File: src/rtl/cmd_pkt_pkg.sv
// ----------------------------------------------------------------------------
// cmd_pkt_pkg: shared types, constants and checksum helper for cmd_pkt_asm.
// Rev 1.0 - initial release
// ----------------------------------------------------------------------------
`default_nettype none

package cmd_pkt_pkg;

  localparam int BYTE_W         = 8;
  localparam int MAX_DATA_BYTES = 4;

  typedef enum logic [1:0] {
    ST_IDLE    = 2'd0,
    ST_PAYLOAD = 2'd1,
    ST_CHK     = 2'd2
  } pkt_state_e;

  // Unused upper payload bytes are zero, so they do not disturb the sum.
  function automatic logic [BYTE_W-1:0] pkt_chk(
    input logic [BYTE_W-1:0]                cmd,
    input logic [BYTE_W*MAX_DATA_BYTES-1:0] payload
  );
    logic [BYTE_W-1:0] sum;
    sum = cmd;
    for (int i = 0; i < MAX_DATA_BYTES; i++) begin
      sum = sum + payload[i*BYTE_W +: BYTE_W];
    end
    return ~sum;
  endfunction

endpackage

`default_nettype wire

File: src/rtl/cmd_pkt_asm_if.sv
// ----------------------------------------------------------------------------
// cmd_pkt_asm_if: UART byte input and cmd_cfg frame output of cmd_pkt_asm.
// Rev 1.0 - initial release
// ----------------------------------------------------------------------------
`default_nettype none

interface cmd_pkt_asm_if #(
  parameter int DATA_BYTES = 2
);
  import cmd_pkt_pkg::*;

  logic [BYTE_W-1:0]            rx_data;
  logic                         rx_rdy;
  logic                         clr_rx_rdy;
  logic [BYTE_W-1:0]            cmd;
  logic [BYTE_W*DATA_BYTES-1:0] data;
  logic                         cmd_rdy;
  logic                         clr_cmd_rdy;
  logic                         frm_err;
  logic                         ovfl;

  modport master (
    output rx_data, rx_rdy, clr_cmd_rdy,
    input  clr_rx_rdy, cmd, data, cmd_rdy, frm_err, ovfl
  );

  modport slave (
    input  rx_data, rx_rdy, clr_cmd_rdy,
    output clr_rx_rdy, cmd, data, cmd_rdy, frm_err, ovfl
  );

endinterface

`default_nettype wire

File: src/rtl/cmd_pkt_fifo.sv
// ----------------------------------------------------------------------------
// cmd_pkt_fifo: synchronous FIFO with wrap-bit pointers and same-cycle push/pop.
// Rev 1.0 - initial release
// ----------------------------------------------------------------------------
`default_nettype none

module cmd_pkt_fifo #(
  parameter int WIDTH = 8,
  parameter int DEPTH = 4
) (
  input  logic             clk,
  input  logic             rst_n,
  input  logic             wr_en,
  input  logic [WIDTH-1:0] wdata,
  input  logic             rd_en,
  output logic [WIDTH-1:0] rdata,
  output logic             full,
  output logic             empty
);

  localparam int AW = $clog2(DEPTH);

  logic [AW:0]      wr_ptr_q, wr_ptr_d;
  logic [AW:0]      rd_ptr_q, rd_ptr_d;
  logic [WIDTH-1:0] mem_q [DEPTH];
  logic [WIDTH-1:0] mem_d [DEPTH];
  logic             wr_ok;
  logic             rd_ok;

  assign empty = (wr_ptr_q == rd_ptr_q);
  assign full  = (wr_ptr_q[AW] != rd_ptr_q[AW]) &&
                 (wr_ptr_q[AW-1:0] == rd_ptr_q[AW-1:0]);

  // A pop in the same cycle frees the slot a full FIFO needs for the push.
  assign rd_ok = rd_en && !empty;
  assign wr_ok = wr_en && (!full || rd_ok);

  assign rdata = mem_q[rd_ptr_q[AW-1:0]];

  always_comb begin
    mem_d    = mem_q;
    wr_ptr_d = wr_ptr_q;
    rd_ptr_d = rd_ptr_q;
    if (wr_ok) begin
      mem_d[wr_ptr_q[AW-1:0]] = wdata;
      wr_ptr_d                = wr_ptr_q + (AW+1)'(1);
    end
    if (rd_ok) begin
      rd_ptr_d = rd_ptr_q + (AW+1)'(1);
    end
  end

  always_ff @(posedge clk or negedge rst_n) begin
    if (!rst_n) begin
      wr_ptr_q <= '0;
      rd_ptr_q <= '0;
      for (int i = 0; i < DEPTH; i++) begin
        mem_q[i] <= '0;
      end
    end else begin
      wr_ptr_q <= wr_ptr_d;
      rd_ptr_q <= rd_ptr_d;
      mem_q    <= mem_d;
    end
  end

endmodule

`default_nettype wire

File: src/rtl/cmd_pkt_asm.sv
// ----------------------------------------------------------------------------
// cmd_pkt_asm: assembles cmd + DATA_BYTES payload frames into a frame FIFO.
// Rev 1.0 - optional trailing checksum byte via CMD_PKT_CHKSUM_EN
// ----------------------------------------------------------------------------
`default_nettype none

module cmd_pkt_asm
  import cmd_pkt_pkg::*;
#(
  parameter int DATA_BYTES = 2,
  parameter int FIFO_DEPTH = 4,
  parameter int TMO_CYCLES = 1_000_000
) (
  input  logic         clk,
  input  logic         rst_n,
  cmd_pkt_asm_if.slave bus
);

  localparam int PAY_W = BYTE_W * DATA_BYTES;
  localparam int FRM_W = BYTE_W + PAY_W;
  localparam int IDX_W = (DATA_BYTES > 1) ? $clog2(DATA_BYTES) : 1;
  localparam int TMO_W = $clog2(TMO_CYCLES + 1);
  localparam int CHK_W = BYTE_W * MAX_DATA_BYTES;

  pkt_state_e        state_q, state_d;
  logic [IDX_W-1:0]  idx_q, idx_d;
  logic [TMO_W-1:0]  tmo_q, tmo_d;
  logic [BYTE_W-1:0] cmd_byte_q, cmd_byte_d;
  logic [PAY_W-1:0]  payload_q, payload_d;
  logic [FRM_W-1:0]  hold_q, hold_d;
  logic              frm_err_q, frm_err_d;
  logic              ovfl_q, ovfl_d;

  logic [PAY_W-1:0]  payload_shift;
  logic [FRM_W-1:0]  push_frame;
  logic [FRM_W-1:0]  fifo_rdata;
  logic [FRM_W-1:0]  head;
  logic              fifo_full;
  logic              fifo_empty;
  logic              tmo_expired;
  logic              last_byte;
  logic              push;
  logic              pop;
  logic              chk_bad;

  assign tmo_expired = (state_q != ST_IDLE) && (tmo_q == TMO_W'(TMO_CYCLES));
  assign last_byte   = (idx_q == IDX_W'(DATA_BYTES - 1));

  always_ff @(posedge clk or negedge rst_n) begin
    if (!rst_n) begin
      state_q <= ST_IDLE;
    end else begin
      state_q <= state_d;
    end
  end

  // Timeout is checked before the byte so an expiring frame swallows it.
  always_comb begin
    state_d = state_q;
    case (state_q)
      ST_IDLE: begin
        if (bus.rx_rdy) state_d = ST_PAYLOAD;
      end
      ST_PAYLOAD: begin
        if (tmo_expired) begin
          state_d = ST_IDLE;
        end else if (bus.rx_rdy && last_byte) begin
`ifdef CMD_PKT_CHKSUM_EN
          state_d = ST_CHK;
`else
          state_d = ST_IDLE;
`endif
        end
      end
`ifdef CMD_PKT_CHKSUM_EN
      ST_CHK: begin
        if (tmo_expired || bus.rx_rdy) state_d = ST_IDLE;
      end
`endif
      default: state_d = ST_IDLE;
    endcase
  end

  always_comb begin
    cmd_byte_d    = cmd_byte_q;
    payload_d     = payload_q;
    idx_d         = idx_q;
    tmo_d         = tmo_q;
    push          = 1'b0;
    chk_bad       = 1'b0;
    payload_shift = payload_q << BYTE_W;
    payload_shift[BYTE_W-1:0] = bus.rx_data;
    push_frame    = {cmd_byte_q, payload_shift};

    case (state_q)
      ST_IDLE: begin
        if (bus.rx_rdy) begin
          cmd_byte_d = bus.rx_data;
          payload_d  = '0;
          idx_d      = '0;
          tmo_d      = '0;
        end
      end
      ST_PAYLOAD: begin
        if (tmo_expired) begin
          tmo_d = '0;
        end else if (bus.rx_rdy) begin
          payload_d = payload_shift;
          idx_d     = idx_q + IDX_W'(1);
          tmo_d     = '0;
`ifndef CMD_PKT_CHKSUM_EN
          push      = last_byte;
`endif
        end else begin
          tmo_d = tmo_q + TMO_W'(1);
        end
      end
`ifdef CMD_PKT_CHKSUM_EN
      ST_CHK: begin
        push_frame = {cmd_byte_q, payload_q};
        if (tmo_expired) begin
          tmo_d = '0;
        end else if (bus.rx_rdy) begin
          tmo_d = '0;
          if (bus.rx_data == pkt_chk(cmd_byte_q, CHK_W'(payload_q))) begin
            push = 1'b1;
          end else begin
            chk_bad = 1'b1;
          end
        end else begin
          tmo_d = tmo_q + TMO_W'(1);
        end
      end
`endif
      default: ;
    endcase

    pop       = bus.clr_cmd_rdy && !fifo_empty;
    frm_err_d = tmo_expired || chk_bad;
    ovfl_d    = push && fifo_full && !pop;
    hold_d    = fifo_empty ? hold_q : fifo_rdata;
  end

  always_ff @(posedge clk or negedge rst_n) begin
    if (!rst_n) begin
      idx_q      <= '0;
      tmo_q      <= '0;
      cmd_byte_q <= '0;
      payload_q  <= '0;
      hold_q     <= '0;
      frm_err_q  <= 1'b0;
      ovfl_q     <= 1'b0;
    end else begin
      idx_q      <= idx_d;
      tmo_q      <= tmo_d;
      cmd_byte_q <= cmd_byte_d;
      payload_q  <= payload_d;
      hold_q     <= hold_d;
      frm_err_q  <= frm_err_d;
      ovfl_q     <= ovfl_d;
    end
  end

  cmd_pkt_fifo #(
    .WIDTH (FRM_W),
    .DEPTH (FIFO_DEPTH)
  ) u_fifo (
    .clk   (clk),
    .rst_n (rst_n),
    .wr_en (push),
    .wdata (push_frame),
    .rd_en (bus.clr_cmd_rdy),
    .rdata (fifo_rdata),
    .full  (fifo_full),
    .empty (fifo_empty)
  );

  // While empty the last popped head stays visible to cmd_cfg.
  assign head           = fifo_empty ? hold_q : fifo_rdata;
  assign bus.cmd        = head[FRM_W-1 -: BYTE_W];
  assign bus.data       = head[PAY_W-1:0];
  assign bus.cmd_rdy    = !fifo_empty;
  assign bus.clr_rx_rdy = bus.rx_rdy;
  assign bus.frm_err    = frm_err_q;
  assign bus.ovfl       = ovfl_q;

endmodule

`default_nettype wire

File: src/flat_wrapper.sv
// flat-port wrapper written by rule: the top's interface ports become plain ports
module cmd_pkt_asm_flat import cmd_pkt_pkg::*;
#(
  parameter int DATA_BYTES = 2,
  parameter int FIFO_DEPTH = 4,
  parameter int TMO_CYCLES = 1_000_000
)
  (clk, rst_n, bus_rx_data, bus_rx_rdy, bus_clr_cmd_rdy, bus_clr_rx_rdy, bus_cmd, bus_data, bus_cmd_rdy, bus_frm_err, bus_ovfl);
  cmd_pkt_asm_if #(.DATA_BYTES(DATA_BYTES)) bus_i ();
  input  logic clk;
  input  logic rst_n;
  input wire logic [$bits(bus_i.rx_data)-1:0] bus_rx_data;
  input wire logic [$bits(bus_i.rx_rdy)-1:0] bus_rx_rdy;
  input wire logic [$bits(bus_i.clr_cmd_rdy)-1:0] bus_clr_cmd_rdy;
  output wire logic [$bits(bus_i.clr_rx_rdy)-1:0] bus_clr_rx_rdy;
  output wire logic [$bits(bus_i.cmd)-1:0] bus_cmd;
  output wire logic [$bits(bus_i.data)-1:0] bus_data;
  output wire logic [$bits(bus_i.cmd_rdy)-1:0] bus_cmd_rdy;
  output wire logic [$bits(bus_i.frm_err)-1:0] bus_frm_err;
  output wire logic [$bits(bus_i.ovfl)-1:0] bus_ovfl;
  assign bus_i.rx_data = bus_rx_data;
  assign bus_i.rx_rdy = bus_rx_rdy;
  assign bus_i.clr_cmd_rdy = bus_clr_cmd_rdy;
  assign bus_clr_rx_rdy = bus_i.clr_rx_rdy;
  assign bus_cmd = bus_i.cmd;
  assign bus_data = bus_i.data;
  assign bus_cmd_rdy = bus_i.cmd_rdy;
  assign bus_frm_err = bus_i.frm_err;
  assign bus_ovfl = bus_i.ovfl;
  cmd_pkt_asm #(.DATA_BYTES(DATA_BYTES), .FIFO_DEPTH(FIFO_DEPTH), .TMO_CYCLES(TMO_CYCLES)) u_core (.clk(clk), .rst_n(rst_n), .bus(bus_i));
endmodule
File: config.mk
export PLATFORM = sky130hd
export DESIGN_NAME = cmd_pkt_asm_flat
export DESIGN_NICKNAME = d
export VERILOG_FILES = /design/src/rtl/cmd_pkt_pkg.sv /design/src/rtl/cmd_pkt_asm_if.sv /design/src/rtl/cmd_pkt_fifo.sv /design/src/rtl/cmd_pkt_asm.sv /design/src/flat_wrapper.sv
export SDC_FILE = /design/constraint.sdc
export NUM_CORES = 1
export LEC_CHECK = 0
export ABC_AREA = 1
export CORE_MARGIN = 2
export CORE_UTILIZATION = 60
export DETAILED_ROUTE_END_ITERATION = 10
export MAX_ROUTING_LAYER = met4
export PLACE_DENSITY = 0.78
export SYNTH_ARGS = -nofsm -noshare
export SYNTH_HDL_FRONTEND = slang
export SYNTH_SLANG_ARGS = --single-unit
File: constraint.sdc
create_clock -name clk -period 2.46 [get_ports clk]
set_input_delay 0.369 -clock clk [delete_from_list [all_inputs] [get_ports clk]]
set_output_delay 0.369 -clock clk [all_outputs]
set_load 0.005 [all_outputs]
# Word level (Yosys, flattened, before mapping)
# Index checks and enable logic that the tools add are counted.
op_classes:
  addsub: 4
  mul: 0
  div: 0
  magnitude_cmp: 3
  eq_ne: 9
  shift: 0
  mux: 26
  n_bitwise: 2
  n_reduce_logical: 19
ops:
  columns: ["operator", "count"]
  rows:
  - ["$bwmux W96", 1]
  - ["$mux W24", 4]
  - ["$mux W20", 3]
  - ["$bmux W24 S2", 1]
  - ["$demux W24 S2", 1]
  - ["$pmux W20 S2", 1]
  - ["$mux W8", 3]
  - ["$add A20 B1 Y20 const B", 1]
  - ["$eq A20 B20 Y1 const B", 1]
  - ["$pmux W8 S2", 1]
  - ["$logic_and A1 B1 Y1", 8]
  - ["$add A3 B1 Y3 const B", 2]
  - ["$ge A3 B3 Y1 const B", 2]
  - ["$mux W1", 6]
  - ["$mux W2", 3]
  - ["$ne A2 B2 Y1 const B", 3]
  - ["$not A2 Y3", 2]
  - ["$reduce_and A2 Y1", 3]
  - ["$pmux W2 S2", 1]
  - ["$reduce_and A4 Y1", 1]
  - ["$reduce_bool A2 Y1", 2]
  - ["$eq A3 B3 Y1", 1]
  - ["$logic_not A1 Y1", 3]
  - ["$lt A3 B1 Y1 const B", 1]
  - ["other kinds (8)", 8]
totals:
  register_bits: 167
  latchBits: 0
  mem_bits_rw: 0
  rom_bits: 0
  out_inout_bits: 28
  elab_cells: 77
  memories: 0

# Depth between registers and ports, before layout
depth:
  depth_word: 6
  depth_mapped: 11
  ltp_nobuf: 10

# By module
# From an unflattened synthesis, not the netlist that was laid out.
unflattened:
  hier_cells: 989
  hier_area_um2: 8041.5
by_module_without_submodules:
  columns: ["module", "instances", "cells_each", "area_each_um2", "seq_area_each_um2"]
  rows:
  - ["cmd_pkt_fifo", 1, 614, 5004.8, 2552.4]
  - ["cmd_pkt_asm", 1, 375, 3036.7, 1601.5]

# Worst setup path after synthesis
# No wires, ideal clock.
synth_path:
  kind: "register to output"
  start: "reg u_core.u_fifo.rd_ptr_q[1]"
  end: "out bus_data[10]"
  t_arrival_ns: 1.392
  required_time_ns: 2.091
  slack_ns: 0.699
  stages_incl_launch_ff: 9
  path_buffers: 3
  path_cell_list: "dfrtp_1 buf_2 inv_2 nand2_1 nand2_1 nand3_1 buf_2 buf_2 a31oi_1"
synth_via:
  elab_chain_len: 5
  elab_cells_between_ends: 6
synth_rtl:
  columns: ["item", "line_no", "rtl"]
  rows:
  - ["start, declared", "cmd_pkt_fifo.sv:24", "logic [AW:0] rd_ptr_q, rd_ptr_d;"]
  - ["start signal, assigned", "cmd_pkt_fifo.sv:62", "rd_ptr_q <= rd_ptr_d;"]
  - ["$not A2 Y3 (implied by the code)", "cmd_pkt_fifo.sv:38", "assign rdata = mem_q[rd_ptr_q[AW-1:0]];"]
  - ["$bmux W24 S2", "cmd_pkt_fifo.sv:38", null]
  - ["$mux W24 (implied by the code) (2 in a row)", "cmd_pkt_fifo.sv:38", null]
  - ["$mux W24 (*)", "cmd_pkt_asm.sv:179", "assign head = fifo_empty ? hold_q : fifo_rdata;"]
  - ["end, declared", "flat_wrapper.sv:17", "output wire logic [$bits(bus_i.data)-1:0] bus_data;"]
# Every way passes the cells marked *; elsewhere a longest branch is shown, timed or not. The select of a mux whose other input is x is not followed.

# Final worst setup path
layout_path:
  start: "reg u_core.u_fifo.rd_ptr_q[0]"
  end: "out bus_data[2]"
# The elaborated chain is that of the path after synthesis.

==> flow_summary.ini <==
[timing]
skew_ps = 9.66
fin_ws_ps = 22.4
slew_violations = 0
finalCriticalPeriod_ps = 2440
rsz0062_at_grt = true
tns_ps = 0
worst_slew_pin_slew_ps = 657
finalHoldViolations = 0
slew_headroom = 0.561
period_share = 0.991
max_freq_mhz = 410
setup_viol = 0
holdWs_ps = 378

[setup_path]
reg2regPathDepth = 9
critical-path-max-stage-delay_ps = 450
reg2reg_from = u_core.tmo_q[0]
critical-path-slowest-cell = dfrtp_2
crit_chain = inv_2, nand2_1, nand2_1, inv_1, nand3_4, buf_6, buf_4, nor2_1, a31oi_1, buf_2
cp-end-kind = primary output
worstPathRequired_ps = 2090
path_class = register to primary output
cp_common_cell = nand2_1
r2r_end = u_core.payload_q[0]
cp_max_fo = 7
ff2ff_setup_slack_ps = 460
crit_arrival_ps = 2070
worstSetupStartpointType = register

[flow_run]
maxCapViolCount = 0

[routing]
vias = 7230
drtPass1Iterations = 6
routed_via_density = 6.05
antenna_left = 0
finalWirelength_mm = 21.8
wl_per_cell_um = 18.2
drc = 0
drt_iter0_markers = 913

[die]
start_util = 0.622
dieArea_mm2 = 0.0141
die_w_um = 119
core.rowCount = 41
pin_count = 40
die_y_um = 119
fp.coreArea_mm2 = 0.0127

[power]
intPower_uw = 7900
seqPwrFrac = 0.344
pwr-share-comb = 0.430
power.clock.fraction = 0.226
p_switching_uw = 5060
ir_worst_vdd_mv = 0.814
power.density_mw_per_mm2 = 1370
swShare = 0.390
p_leak_uw = 0.00467

[global_routing]
grt_max_degree = 101
grt-busiest-layer = met2
grt_util_met3 = 0.0685
grt_use_total = 0.333
grt_pass1_wl_mm = 36.2
overflow = 0
grt_use_met1 = 0.428
use_met2 = 0.524
antenna_found_initial = 0
first_global_vias = 7237

[synth]
netlist_area_mm2 = 0.00791
synth_flop_cell = dfrtp_1
synth_top_cell_by_area = dfrtp_1
synth_cell_types = 28
synth_edf_count = 0
ys_seq_elements = 166
yosysWarnings = 0
syn-mean-instance-area_um2 = 8.17
seq_area_frac_synth = 0.525
syn-num-nets = 987
synthCells = 968
synth_area_leaders = dfrtp_1 (53%), nand2_1 (14%), nand4_1 (8.0%)
yosysMostFrequentCell = nand2_1
synth.top_cells.by_count = nand2_1 (295), dfrtp_1 (166), nor2_1 (151), nand4_1 (101), o21ai_0 (55)
synth_top_area_frac = 0.525
synthArstFlopShare = 1.00

[cts]
cts-root-buf = clkbuf_16
numCtsBuffers = 17
clk_transition_reported_paths_ps = 70
htreeDepth = 4
cts.sinks = 166
clock_path_buffers = 2
clock_latency_ps = 440
cts_tree = built

[place]
place.gp.congestion = 0.893
io_buffers = 39
preCtsSetupSlack_ps = 167
dpl.cell_count = 1148
dpl.hpwl_mm = 13.1

[final_layout]
fin_cells = 1195
fillers = 981
nets = 1029
area_growth_pct = 19.4
utilization = 0.742
drive_gt1_frac = 0.132
n_antenna_cell = 0

[hold_path]
holdCritPathClass = input pin to async pin

[status]
status = finished, final reports clean
flip-flops by register name, indices dropped and copies added, names as in the netlist:
name / count
u_core.payload_q: 8
u_core.cmd_byte_q: 8
u_core.u_fifo.wr_ptr_q: 3
u_core.idx_q: 1
u_core.u_fifo.mem_q: 96
u_core.tmo_q: 20
u_core.hold_q: 24
u_core.bus.frm_err: 1
u_core.u_fifo.rd_ptr_q: 3
u_core.bus.ovfl: 1
u_core.state_q: 1
metal layers:
metal / share of wire / wire length (um)
met5: 0 / 0
met1: 0.42 / 9050
met3: 0.076 / 1650
met4: 0.023 / 502
met2: 0.49 / 10600
placed cells by master (no fill, tap or decap), types with 5 or more instances in the layout:
cell and instances:
buf_4 37, dlygate4sd2_1 6, ha_1 7, nor2_1 148, dfrtp_1 164, a31oi_2 13, clkdlybuf4s50_1 13, clkbuf_2 6
inv_2 7, o22ai_1 6, mux2_2 8, buf_12 7, nor3_1 5, nand4_1 101, nand2_1 294, xor2_1 10
o21ai_0 54, nand3_1 21, clkbuf_16 17, a31oi_1 11, bufinv_16 5, clkdlybuf4s15_1 10, inv_1 23, o21ai_1 5
critical path: cells and delay by family, from the launching register on:
kind                   cells  cell delay [ps]
buffers and inverters      5              630
flip-flops                 1              450
AND/OR/NAND/NOR            4              320
AO/OA/AOI/OAI              1              230
cell families (layout without fill, tap and decap cells):
family                     count (synthesis)  after routing  synth area share
DFF                                      166            166             0.525
muxes                                      8              8            0.0114
and+or+nand+nor                          583            583             0.321
buffers and inverters                     96            151            0.0509
AOI/OAI and AO/OA                         95             95            0.0663
adders and majority gates                  7              7            0.0111
xor gates and xnor gates                  13             13            0.0144
per-stage QoR:
| step | total power, uW | cell area [um^2] |
|---|---|---|
| after CTS | 12700 | 9410 |
| after floorplan | 7260 | 7910 |
| after detailed placement | 9580 | 8580 |
| final | 13000 | 9440 |
| after global placement | 9420 | 8580 |
| after global routing | 13700 | 9440 |
area by class of cell:
type                       count  area (um^2)  area share
tap                          172          215      0.0228
inverter                      31          119      0.0126
sequential                   166         4160       0.440
clock buffer                  19          443      0.0469
timing repair buffer          88          843      0.0893
multi-input combinational    706         3460       0.367
clock inverter                13          204      0.0216
power by group through the flow:
| stage | logic [uW] | registers [uW] | clock network, uW |
|---|---|---|---|
| after global routing | 6130 | 4560 | 3040 |
| final | 5570 | 4460 | 2920 |
| after global placement | 5020 | 4400 | 0 |
| after detailed placement | 5150 | 4430 | 0 |
| after floorplan | 3020 | 4240 | 0 |
| after CTS | 5360 | 4420 | 2950 |
timing repair:
| item | in CTS | in global routing |
|---|---|---|
| hold buffers | 1 | 0 |
| hold endpoints to repair | 29 | 0 |
| cloned | 1 | 0 |
| buffers inserted | 8 | 5 |
| pin swaps | 0 | 1 |
| setup endpoints to repair | 24 | 24 |
| gates resized for setup | 49 | 34 |
worst max-delay path by stage:
| stage | to | cells after the start | start | slack, ps |
|---|---|---|---|---|
| after floorplan | bus_data[10] | 8 | u_core.u_fifo.rd_ptr_q[1] | 700 |
| after global placement | bus_data[5] | 6 | u_core.u_fifo.rd_ptr_q[0] | 170 |
| after detailed placement | bus_data[5] | 6 | u_core.u_fifo.rd_ptr_q[0] | 170 |
| after CTS | bus_data[3] | 10 | u_core.u_fifo.rd_ptr_q[0] | 10 |
| after global routing | bus_data[2] | 10 | u_core.u_fifo.rd_ptr_q[0] | -80 |
| final | bus_data[2] | 10 | u_core.u_fifo.rd_ptr_q[0] | 20 |
(Power assumes the default switching activity.)
